<file path="src/rtl/lcd_bus_responder.sv">
// lcd_bus_responder: HD44780-style character-LCD bus responder with a 128x8 DDRAM,
// address counter, busy flag, status/data reads and a registered DDRAM mirror port.
module lcd_bus_responder #(
   parameter int CMD_CYCLES = 4
) (
   input  logic       CLK,
   input  logic       RESET,
   input  logic       LCD_E,
   input  logic       LCD_RS,
   input  logic       LCD_RW,
   input  logic [7:0] LCD_DATA_IN,
   output logic [7:0] LCD_DATA_OUT,
   output logic       LCD_DATA_OE,
   output logic       BUSY,
   output logic       DISP_ON,
   output logic       TWO_LINE,
   output logic       ENTRY_INC,
   output logic       CMD_ERR,
   input  logic [6:0] RD_ADDR,
   output logic [7:0] RD_CHAR
);
   localparam logic [1:0] S_IDLE = 2'd0, S_EXEC = 2'd1, S_CLEAR = 2'd2;
   logic [1:0] r_state;
   logic [7:0] r_cnt, r_dout, r_rd_char;
   logic [6:0] r_clr, r_ac;
   logic       r_e_q, r_disp, r_two, r_inc, r_err, r_oe;
   logic [7:0] r_mem [128];
   logic       w_edge, w_busy, w_wr, w_cmd, w_dwr, w_drd, w_exec, w_clear, w_we;
   logic [6:0] w_adv, w_waddr;
   logic [7:0] w_wdata;

   // Out-of-range addresses (only reachable via set-address) snap back to 0x00.
   function automatic logic [6:0] f_adv(input logic [6:0] ac, input logic up, input logic two);
      logic [6:0] last;
      logic       valid;
      last  = two ? 7'h67 : 7'h4F;
      valid = two ? (ac <= 7'h27 || (ac >= 7'h40 && ac <= 7'h67)) : ac <= 7'h4F;
      if (!valid) return 7'h00;
      if (up) return ac == last ? 7'h00 : (two && ac == 7'h27) ? 7'h40 : ac + 7'd1;
      return ac == 7'h00 ? last : (two && ac == 7'h40) ? 7'h27 : ac - 7'd1;
   endfunction

   always_comb begin
      w_edge  = LCD_E & ~r_e_q;
      w_busy  = r_state != S_IDLE;
      w_wr    = w_edge & ~LCD_RW & ~w_busy;
      w_cmd   = w_wr & ~LCD_RS;
      w_dwr   = w_wr & LCD_RS;
      w_drd   = w_edge & LCD_RW & LCD_RS & ~w_busy;
      w_exec  = w_dwr | (w_cmd & |LCD_DATA_IN[7:1]);
      w_clear = w_cmd & (LCD_DATA_IN == 8'h01);
      // Data accesses follow ENTRY_INC; the cursor-shift command carries its own direction bit.
      w_adv   = f_adv(r_ac, LCD_RS ? r_inc : LCD_DATA_IN[2], r_two);
      w_we    = ~RESET & (r_state == S_CLEAR | w_dwr);
      w_waddr = r_state == S_CLEAR ? r_clr : r_ac;
      w_wdata = r_state == S_CLEAR ? 8'h20 : LCD_DATA_IN;
   end

   always_ff @(posedge CLK) begin
      r_e_q <= LCD_E;
      if (RESET) begin
         r_state <= S_CLEAR;
         r_clr   <= 7'h00;
         r_cnt   <= 8'h00;
         r_ac    <= 7'h00;
         r_disp  <= 1'b0;
         r_two   <= 1'b0;
         r_inc   <= 1'b1;
         r_err   <= 1'b0;
         r_dout  <= 8'h00;
         r_oe    <= 1'b0;
      end else begin
         r_err <= w_edge & w_busy & (~LCD_RW | LCD_RS);
         r_oe  <= (w_edge & LCD_RW) | (r_oe & LCD_E);
         if (w_edge & LCD_RW) r_dout <= ~LCD_RS ? {w_busy, r_ac} : w_busy ? 8'h00 : r_mem[r_ac];
         if (r_state == S_EXEC) begin
            r_cnt <= r_cnt - 8'd1;
            if (r_cnt == 8'd0) r_state <= S_IDLE;
         end
         if (r_state == S_CLEAR) begin
            r_clr <= r_clr + 7'd1;
            if (r_clr == 7'h7F) r_state <= S_IDLE;
         end
         if (w_drd | w_dwr) r_ac <= w_adv;
         if (w_cmd) begin
            casez (LCD_DATA_IN)
               8'b1???????: r_ac <= LCD_DATA_IN[6:0];
               8'b001?????: r_two <= LCD_DATA_IN[3];
               8'b0001????: if (!LCD_DATA_IN[3]) r_ac <= w_adv;
               8'b00001???: r_disp <= LCD_DATA_IN[2];
               8'b000001??: r_inc <= LCD_DATA_IN[1];
               8'b0000001?: r_ac <= 7'h00;
               8'b00000001: begin
                  r_ac  <= 7'h00;
                  r_inc <= 1'b1;
               end
               default: r_ac <= r_ac;
            endcase
         end
         if (w_exec) begin
            r_state <= S_EXEC;
            r_cnt   <= 8'(CMD_CYCLES - 1);
         end
         if (w_clear) begin
            r_state <= S_CLEAR;
            r_clr   <= 7'h00;
         end
      end
   end

   always_ff @(posedge CLK) begin
      if (w_we) r_mem[w_waddr] <= w_wdata;
      r_rd_char <= r_mem[RD_ADDR];
   end

   assign LCD_DATA_OUT = r_dout;
   assign LCD_DATA_OE  = r_oe;
   assign BUSY         = w_busy;
   assign DISP_ON      = r_disp;
   assign TWO_LINE     = r_two;
   assign ENTRY_INC    = r_inc;
   assign CMD_ERR      = r_err;
   assign RD_CHAR      = r_rd_char;
endmodule

</file>
<file path="config.mk">
export PLATFORM = sky130hd
export DESIGN_NAME = lcd_bus_responder
export DESIGN_NICKNAME = d
export VERILOG_FILES = /design/src/rtl/lcd_bus_responder.sv
export SDC_FILE = /design/constraint.sdc
export NUM_CORES = 1
export LEC_CHECK = 0
export CAP_MARGIN = 15
export CORE_ASPECT_RATIO = 1.75
export CORE_UTILIZATION = 50
export DETAILED_ROUTE_END_ITERATION = 8
export GPL_TIMING_DRIVEN = 0
export PLACE_DENSITY = 0.63
export SLEW_MARGIN = 20
export SYNTH_ARGS = -nofsm -noshare
export SYNTH_HDL_FRONTEND = slang
export SYNTH_SLANG_ARGS = --single-unit
</file>
<file path="constraint.sdc">
create_clock -name CLK -period 5.8 [get_ports CLK]
set_input_delay 0.58 -clock CLK [delete_from_list [all_inputs] [get_ports CLK]]
set_output_delay 0.58 -clock CLK [all_outputs]
set_load 0.1 [all_outputs]
</file>
==> impl.org <==
** Yosys
- Post-synthesis cell count :: 2581
- After synthesis, flip-flops and latches occupy 62.8% of the total area.
- Flop and latch count out of synthesis :: 1077
- Mean post-synth cell area :: 19.6 µm²
- Share of synthesized registers carrying an async set or reset :: 0%
- For this run, the number of Yosys warnings is 0.
- Post-synth top flop :: edfxtp_1
- Counting flops with a built-in enable in the synthesized netlist gives 1024.
- In this run the biggest area consumer among cell types represents 60.7% of the synthesized area.
- Library cell with the largest summed area after synthesis :: edfxtp_1
- Ranked by total cell area, the synthesized netlist is headed by edfxtp_1 (61%), mux4_2 (27%), dfxtp_1 (2.1%).
- Post-synthesis instance area :: 50700 µm²
- Counting distinct cell types in the post-synthesis netlist gives 69.
- Net Count, Synth :: 2605

** STA
- Final critical path time including I/O delays and setup :: 4.95 ns
- For the pin with the worst max-slew slack, the measured transition is 1.34 ns.
- The final-report hold violation count was 0.
- The clock arrives with 0.0372 ns of skew.
- Timing would allow up to 0.202 GHz.
- Unrepaired setup endpoints after global routing :: false
- The max-slew violation count was 0.
- Period utilisation layout :: 85.4%
- Setup violations remaining at the end of the flow were counted as 0.
- Measured against its own limit, the worst slew margin works out to 9.98%.

** Floorplan
- Die height :: 423 µm
- The die covers 103000 µm².
- For this design the top-level I/O count stands at 42.
- The total area inside the core boundary comes to 101000 µm².
- Effective utilization at floorplan :: 50.4%
- Count of standard-cell rows :: 154
- The die is 243 µm wide.

** Clocking
- Post-CTS timing repair inserted 0 buffers for setup.
- The H-tree was split into 3 levels.
- Clock tree from TritonCTS :: built
- TritonCTS Buffers :: 99
- Clock Sinks :: 1077
- Cell at the root of the clock tree :: clkbuf_16
- The number of hold buffers added after CTS was 0.
- Clock latency on the worst-skew pair, taken at its later pin, is 0.74 ns.
- No sink is reached through more buffers than the 3 on the longest clock path.
- After clock tree synthesis, the clock-pin slew on the worst setup and hold paths is 0.07 ns.
- Number of gates resized after CTS :: 0

** Detailed routing
- Number of design rule violations left after detail routing :: 0
- Summing over every cut layer, the via total after detailed routing is 29825.
- DRT iter0 DRCs :: 3720
- Detailed-routing iteration count for the pre-antenna-repair pass :: 7
- After detailed routing, the number of vias per cell comes to 7.16.
- Count of nets left with antenna violations after detail routing :: 0
- Total routed wirelength :: 185000 µm
- After detailed routing, the average wire length per cell comes to 44.3 µm.

** Global route
- After global routing the overflow that remains totals 0.
- Combined global-route utilization of all metal layers :: 36.6%
- Number of antenna violations at the first check in global routing :: 14
- Entering global routing, the biggest net connects 65 pins.
- The number of global-route vias before repair was 30974.
- Global-route wire length before repair :: 251000 µm

** Pwr
- The worst-case IR drop observed on VDD is 0.000289 V.
- Standby leakage power :: 17.3 nW
- Power consumption :: 16.3 mW
- Power density cells :: 286 nW/µm²

** Status
- The run finished with clean final reports.

** Finish
- Share of layout cells above drive strength 1 :: 32.1%
- Fin util :: 56.6%
- The area growth from synthesis to layout is 12.3%.
- Number of nets in the final layout :: 2771

** Critical path
- Crit Path Max Fanout :: 10
- The most critical setup path has its startpoint at r_state[1]$_SDFF_PP1_.
- STA puts the critical path data required time at 6.13 ns.
- The critical path is of the flip-flop to flip-flop type.
- Critical register-to-register path startpoint :: r_state[1]$_SDFF_PP1_
- The worst setup path is launched from a flip-flop.
- Data arrives at the worst endpoint at 5.28 ns.
- Worst reg-to-reg setup slack :: 0.85 ns
- Length in cells of the worst reg-to-reg path :: 8
- R2R Path End :: r_mem[47][2]$_DFFE_PP_
- STA classifies the critical path endpoint as a flip-flop.

** Placement
- After legalization and detailed placement, the total HPWL measured 139000 µm.
- The congestion estimate from routability-driven global placement came to 1.05.
- Buffers placed on the I/O ports in this run total 31.

** Hold path
- Hold crit path type :: primary input to flip-flop
- Instance count along the most critical hold path :: 3
- End point of the most critical hold path :: DISP_ON$_SDFFE_PP0P_
- Worst min-delay path startpoint :: LCD_DATA_IN[2]

** Job
- Number of max-capacitance violations reported :: 0
cell usage after synthesis (7+ instances only):
| cell type | number |
|---|---|
| buf_1 | 25 |
| o221ai_1 | 9 |
| a221oi_1 | 9 |
| mux2i_1 | 87 |
| nor3b_1 | 8 |
| o21ai_0 | 20 |
| o31ai_1 | 13 |
| mux4_2 | 608 |
| buf_6 | 13 |
| a311oi_1 | 8 |
| xnor2_1 | 12 |
| clkbuf_1 | 94 |
| buf_4 | 16 |
| inv_1 | 17 |
| buf_2 | 46 |
| nor2b_1 | 25 |
| a21oi_1 | 21 |
| nand2_1 | 81 |
| a22o_1 | 23 |
| dfxtp_1 | 53 |
| a22oi_1 | 20 |
| edfxtp_1 | 1024 |
| nor2_1 | 196 |
| nor3_1 | 17 |
| nand2b_1 | 8 |
| nand3_1 | 19 |
| or3_1 | 7 |
| o211ai_1 | 13 |
cell usage in the layout, fill, tap and decap left out, types with 12 or more instances in the layout:
cell and instances:
bufinv_16 16, xnor2_1 12, buf_1 16, nor2b_1 18, clkinv_2 23, buf_6 15, buf_2 54, o21ai_0 19
nor3_1 17, a22oi_1 20, a21oi_1 21, buf_4 18, nor2_1 194, buf_12 14, edfxtp_1 1024, clkdlybuf4s50_1 31
clkbuf_2 12, nand3_1 19, mux4_2 608, clkbuf_1 104, clkinv_1 14, o211ai_1 13, inv_1 17, dfxtp_1 53
a22o_1 23, buf_16 16, nand2_1 81, mux2i_1 87, clkbuf_16 101
flip-flops by register name (all words and copies together) (netlist names), named ones only:
| signal | count |
|---|---|
| CMD_ERR | 1 |
| DISP_ON | 1 |
| ENTRY_INC | 1 |
| LCD_DATA_OE | 1 |
| LCD_DATA_OUT | 8 |
| RD_CHAR | 8 |
| TWO_LINE | 1 |
| r_ac | 7 |
| r_clr | 7 |
| r_cnt | 8 |
| r_e_q | 1 |
| r_mem | 1024 |
| r_state | 2 |
per-stage QoR:
step	hold slack (ns)	TNS, ns	instances	setup slack [ns]	area [µm²]
after floorplan	0.476	0	2581	0.756	50700
after global placement	0.478	-3101.36	3938	-4.34	52700
after detailed placement	0.490	0	3972	0.625	53500
after CTS	0.287	0	4159	1.09	56900
after global routing	0.366	0	4162	0.819	56900
final	0.337	0	4166	0.848	56900
power by group:
group	switching, mW	internal [mW]
combinational	0.556	0.321
sequential	0.0188	8.40
clock	3.05	3.95
total	3.62	12.7
layer usage:
| layer | GRT usage (%) | wire length (µm) | up-vias |
|---|---|---|---|
| met3 | 6.71 | 13900 | 645 |
| met4 | 34.6 | 21100 | 10 |
| met2 | 62.6 | 94100 | 1959 |
| li1 | - | - | 11425 |
| met1 | 37.8 | 55600 | 15786 |
| met5 | 0 | 59 | - |
worst max-delay path by stage:
stage | to | cells past startpoint
detailed placement | r_mem[47][2]$_DFFE_PP_ | 9
global route | r_mem[47][3]$_DFFE_PP_ | 8
CTS | r_mem[47][2]$_DFFE_PP_ | 8
floorplan | r_mem[0][4]$_DFFE_PP_ | 5
finish | r_mem[47][2]$_DFFE_PP_ | 8
global placement | r_mem[118][1]$_DFFE_PP_ | 5
cell families (layout without fill, tap and decap cells):
group	count (synthesis)	in the layout	synth area share, %
AOI/OAI and AO/OA	178	178	2.56
xor gates and xnor gates	17	17	0.294
adders and majority gates	4	4	0.0987
buffers and inverters	213	465	2.01
DFF	1077	1077	62.8
muxes	696	696	28.8
other	0	7	0
and+or+nand+nor	396	396	3.53
critical path, cell delays in order, from the launching register on:
cell and delay [ns]:
dfxtp_1 0.39, nor2_1 0.45, nand3_1 0.49, nor2_1 0.39, nand2_1 0.09, a21oi_1 0.31
nand2_1 0.73, clkbuf_1 0.67, nor2_1 0.99
cell type report:
type                    count  area (µm²)
fillers                  7587       43600
flip-flops and latches   1077       31800
multi-input cells        1291       18000
clock buffers             123        2640
well taps                1326        1660
repair buffers             65        1070
plain buffers             196         976
clock inverters            64         749
inverters                  17        63.8
diodes                      7        17.5
Note: power is estimated with default switching activity, not from simulation.
